[src/rtl/univ_shift_reg.sv]
// Universal shift register: hold, shift left/right, rotate left/right and parallel load,
// with a shift counter that pulses frame_done on every completed WIDTH-bit frame.
module univ_shift_reg #(
    parameter int WIDTH = 8,
    parameter int CW    = $clog2(WIDTH)
) (
    input  logic             clk,
    input  logic             rst,
    input  logic             en,
    input  logic [2:0]       mode,
    input  logic             si_l,
    input  logic             si_r,
    input  logic [WIDTH-1:0] pdata,
    output logic [WIDTH-1:0] q,
    output logic             so_l,
    output logic             so_r,
    output logic [CW-1:0]    shift_cnt,
    output logic             frame_done
);

    localparam logic [2:0] MODE_HOLD = 3'b000;
    localparam logic [2:0] MODE_SHL  = 3'b001;
    localparam logic [2:0] MODE_SHR  = 3'b010;
    localparam logic [2:0] MODE_LOAD = 3'b011;
    localparam logic [2:0] MODE_ROL  = 3'b100;
    localparam logic [2:0] MODE_ROR  = 3'b101;

    localparam logic [CW-1:0] CNT_LAST = CW'(WIDTH - 1);

    logic [WIDTH-1:0] q_q, q_d;
    logic [CW-1:0]    cnt_q, cnt_d;
    logic             done_q, done_d;
    logic             shift_op;

    always_comb begin
        q_d      = q_q;
        cnt_d    = cnt_q;
        done_d   = 1'b0;
        shift_op = 1'b0;
        if (en) begin
            case (mode)
                MODE_SHL: begin
                    q_d      = {q_q[WIDTH-2:0], si_r};
                    shift_op = 1'b1;
                end
                MODE_SHR: begin
                    q_d      = {si_l, q_q[WIDTH-1:1]};
                    shift_op = 1'b1;
                end
                MODE_LOAD: begin
                    q_d   = pdata;
                    cnt_d = '0;
                end
                MODE_ROL: begin
                    q_d      = {q_q[WIDTH-2:0], q_q[WIDTH-1]};
                    shift_op = 1'b1;
                end
                MODE_ROR: begin
                    q_d      = {q_q[0], q_q[WIDTH-1:1]};
                    shift_op = 1'b1;
                end
                // MODE_HOLD and the reserved encodings keep the defaults
                default: begin
                    q_d = q_q;
                end
            endcase
        end
        // Direction does not matter to the counter; any shift or rotate advances the frame
        if (shift_op) begin
            if (cnt_q == CNT_LAST) begin
                cnt_d  = '0;
                done_d = 1'b1;
            end else begin
                cnt_d = cnt_q + CW'(1);
            end
        end
    end

    always_ff @(posedge clk) begin
        if (!rst) begin
            q_q    <= '0;
            cnt_q  <= '0;
            done_q <= 1'b0;
        end else begin
            q_q    <= q_d;
            cnt_q  <= cnt_d;
            done_q <= done_d;
        end
    end

    assign q          = q_q;
    assign so_l       = q_q[WIDTH-1];
    assign so_r       = q_q[0];
    assign shift_cnt  = cnt_q;
    assign frame_done = done_q;

    // MODE_HOLD is documented here for readers; it needs no explicit case arm
    logic unused_hold_marker;
    assign unused_hold_marker = (MODE_HOLD == 3'b000);

endmodule

[config.mk]
export PLATFORM = sky130hd
export DESIGN_NAME = univ_shift_reg
export DESIGN_NICKNAME = d
export VERILOG_FILES = /design/src/rtl/univ_shift_reg.sv
export SDC_FILE = /design/constraint.sdc
export NUM_CORES = 1
export LEC_CHECK = 0
export CORE_AREA = 2 2 41 51
export DETAILED_ROUTE_END_ITERATION = 12
export DIE_AREA = 0 0 43 53
export PLACE_DENSITY = 0.89
export SLEW_MARGIN = 20
export SYNTH_ARGS = -nofsm -noshare
export SYNTH_HDL_FRONTEND = slang
export SYNTH_SLANG_ARGS = --single-unit
export TNS_END_PERCENT = 10
[constraint.sdc]
create_clock -name clk -period 2.4 [get_ports clk]
set_clock_uncertainty 0.05 [all_clocks]
set_input_delay 0.48 -clock clk [delete_from_list [all_inputs] [get_ports clk]]
set_output_delay 0.48 -clock clk [all_outputs]
set_load 0.05 [all_outputs]
==> summary.txt <==
Clock tree
  – Clk_lat worst skew: ~280 ps
  – Htree depth: 1
  – Cell chosen for the clock root: sky130_fd_sc_hd__clkbuf_4
  – Max Buffers Root-to-Sink: 2
  – CTS tree: built
  – # resized after CTS: 0
  – Sink count of the clock tree: 12
  – Number of buffers created by CTS: 3
  – # Post-CTS Setup Buffers: 0
  – Hold Buf Count CTS: 0
  – Clock slew at reported path FFs: about 70 ps

Place
  – Placed instance count: roughly 140
  – Detailed placer's ending HPWL: ~1.6 mm
  – Worst slack after detailed placement: roughly 160 ps
  – Input/output buffers: 29
  – Post-detailed-placement cell area: approximately 1100 um^2
  – RD Place Congestion: about 0.83

Drt
  – Vias per Instance: 5.82
  – Vias after detailed routing: roughly 840
  – Remaining routing DRC violations: 0
  – Total wire length after detailed routing: 2.04 mm
  – Initial DRC count: 15
  – Count of nets left with antenna violations after detail routing: 0
  – Number of optimization iterations in the first detailed-route pass: 4
  – Average detailed-routed wire length per instance: around 14 um

Synth
  – Synth Flop Type: sky130_fd_sc_hd__dfxtp_1
  – Multiplexer area fraction after synthesis: 0
  – Fraction of the yosys area taken by sequential cells: 0.306
  – Synthesized Nets: 117
  – Syn. warnings: 0
  – Post-Synth Adder-Cell Area: 0.0319
  – Compound-gate portion of the synthesized area: 0.376
  – Combined area of all synthesized cells: slightly below 800 um^2
  – Combinational family with the most area after synthesis: compound AO/OA/AOI/OAI gates
  – Synthesized-area fraction occupied by xor and xnor cells: 0
  – Number of synthesized register bits: 12
  – Post-synthesis average cell area: around 7.9 um^2
  – Number of synthesized flops with an enable pin: 0
  – Synth Area in Simple Gates: 0.195
  – Number of distinct standard cells referenced by the synthesized netlist: 34
  – Fraction of registers with async set/reset: 0
  – Gate count of the mapped netlist: 99

Final layout
  – Final instance count without filler cells: between 100 and 150
  – Final cell area excluding filler cells: around 1100 um^2
  – Area growth syn-to-layout: 39.9%
  – Final core utilization: 0.614
  – Number of diodes: 0
  – Fin nets: approximately 150
  – Layout filler cell count: about 150
  – Ratio of cells with drive above 1 in the final layout: 0.0794

Min path
  – Worst Hold Launch: q[0]
  – Hold endpoint: q[0]
  – Worst hold path stage count: 2
  – Class of the tightest hold or removal check: reg -> reg

Critical path
  – Depth of the worst register-to-register path: 5
  – Chain of cells forming the critical path: clkdlybuf4s50_1
  – Critical path launch point type: register
  – Critical path capture point type: primary output
  – Register-to-register setup slack: 1200 ps
  – Endpoint of the worst register-to-register path: shift_cnt[0]
  – Worst Path Required: roughly 1900 ps
  – Maximum net fanout on the critical path: 5
  – Launch point of the worst reg-to-reg path: shift_cnt[0]
  – Arr. time, crit path: 1540 ps
  – Slowest stage cell on the critical path: sky130_fd_sc_hd__clkdlybuf4s50_1
  – Family with the most delay on the worst path: buffers and inverters
  – Crit Path Class: reg -> out
  – Number of buffers and inverters on the critical path: 1
  – CP peak stage delay: 840 ps

Job
  – MaxCap Viol Count: 0

GRT
  – Initial antenna violation count: 0
  – Largest net degree at the start of global routing: 16
  – Congestion Overflow GR: 0
  – Global-route usage over all layers: 0.201
  – Wire length of the first global-routing pass: 3.48 mm
  – Number of global-route vias before repair: 851

Floorplan
  – Initial standard-cell utilization of the core: 0.439
  – Placeable core area: between 1500 and 2000 um^2
  – Vertical extent of the die: between 50 and 60 um
  – Die ar.: roughly 2300 um^2
  – I/O pins: 30
  – Die boundary width: between 40 and 50 um
  – Std-Cell Rows: 17

Timing
  – Unrepaired setup endpoints after global routing: false
  – Final slew viol count: 0
  – Final setup violation count: 0
  – Final worst-path cycle share: 0.862
  – Crit path setup slack, layout: 332 ps
  – Worst slew slack as a fraction of its limit: 0.655
  – Accumulated negative setup slack: 0 ps
  – Slew at the pin with the worst max-slew slack: between 500 and 600 ps
  – Highest Clock Rate: between 0.4 and 0.5 GHz
  – Final critical path time including I/O delays and setup: just over 2000 ps
  – Number of endpoints with negative hold slack in the final report: 0

Power
  – Areal power density over the cells: approximately 540 nW/um^2
  – Leakage power of the design: roughly 0.44 nW
  – IR Drop Worst-Case VDD: 0.292 mV

Run status
  – Outcome: completed
==> cell usage in the layout, fill, tap and decap left out, drive strengths merged, types with 4 or more instances in the layout <==
cell type and instances:
nor2b 4, a31oi 6, clkdlybuf4s50 29, dfxtp 12, nand2 12, o21ai 10
clkbuf 4, a211oi 6, a21oi 7, a21o 6
==> metal layers <==
layer | track usage | vias to the layer above | part of all wire
li1 | - | 422 | -
met1 | 0.222 | 379 | 0.40
met2 | 0.351 | 38 | 0.51
met3 | 0.0341 | 5 | 0.065
met4 | 0.131 | 0 | 0.023
met5 | 0 | - | 0
==> state kept, by name (all words and copies together), names as in the netlist <==
signal,cells
frame_done,1
q,8
shift_cnt,3
==> Yosys cell counts, types with 2 or more instances <==
cell                       number  area share
sky130_fd_sc_hd__o21ai_1        9       0.057
sky130_fd_sc_hd__ha_1           2       0.032
sky130_fd_sc_hd__clkbuf_1       2      0.0096
sky130_fd_sc_hd__nor3b_1        2       0.019
sky130_fd_sc_hd__a21oi_1        7       0.045
sky130_fd_sc_hd__dfxtp_1       12        0.31
sky130_fd_sc_hd__a22oi_1        3       0.029
sky130_fd_sc_hd__buf_2          3       0.019
sky130_fd_sc_hd__nand2_1       12       0.057
sky130_fd_sc_hd__a211o_1        2       0.022
sky130_fd_sc_hd__a211oi_1       6       0.057
sky130_fd_sc_hd__a31oi_1        6       0.048
sky130_fd_sc_hd__and3_1         2       0.016
sky130_fd_sc_hd__buf_6          2       0.029
sky130_fd_sc_hd__nor2b_1        4       0.032
sky130_fd_sc_hd__a21o_1         6       0.057
sky130_fd_sc_hd__buf_4          2       0.019
==> metrics by stage <==
step | power (W) | hold WS [ps]
global placement | 0.000422 | 453
detailed placement | 0.000428 | 470
CTS | 0.000585 | 484
finish | 0.000588 | 482
global route | 0.000611 | 513
floorplan | 0.000360 | 576
==> kinds of logic (layout without fill, tap and decap cells) <==
group,Yosys count,count (layout)
compound gates,45,45
simple gates,28,28
buf+inv,12,39
fa+ha+maj,2,2
flops,12,12
==> worst max path at each step <==
stage / cells past startpoint / slack, ps / end / startpoint
after floorplan: 1 / 920 / q[7] / q[7]
after global placement: 5 / 220 / q[0] / mode[2]
after detailed placement: 5 / 160 / q[0] / mode[2]
after CTS: 1 / 340 / q[0] / q[0]
after global routing: 5 / 210 / q[1] / mode[2]
final: 1 / 330 / q[0] / q[0]
==> where the power goes <==
| part | internal (W) | switching [W] | total, W |
|---|---|---|---|
| clock network | 0.0000925 | 0.0000709 | 0.000163 |
| registers | 0.000212 | 0.0000153 | 0.000227 |
| logic | 0.0000835 | 0.000114 | 0.000197 |
| total | 0.000388 | 0.000200 | 0.000588 |
==> area by class of cell <==
cell class                 instances  area, um^2  area share
multi-input combinational         75         473       0.431
timing repair buffer              32         313       0.285
sequential                        12         240       0.219
clock buffer                       4        36.3      0.0331
tap                               19        23.8      0.0217
inverter                           3        11.3      0.0103
(Power assumes the default switching activity.)
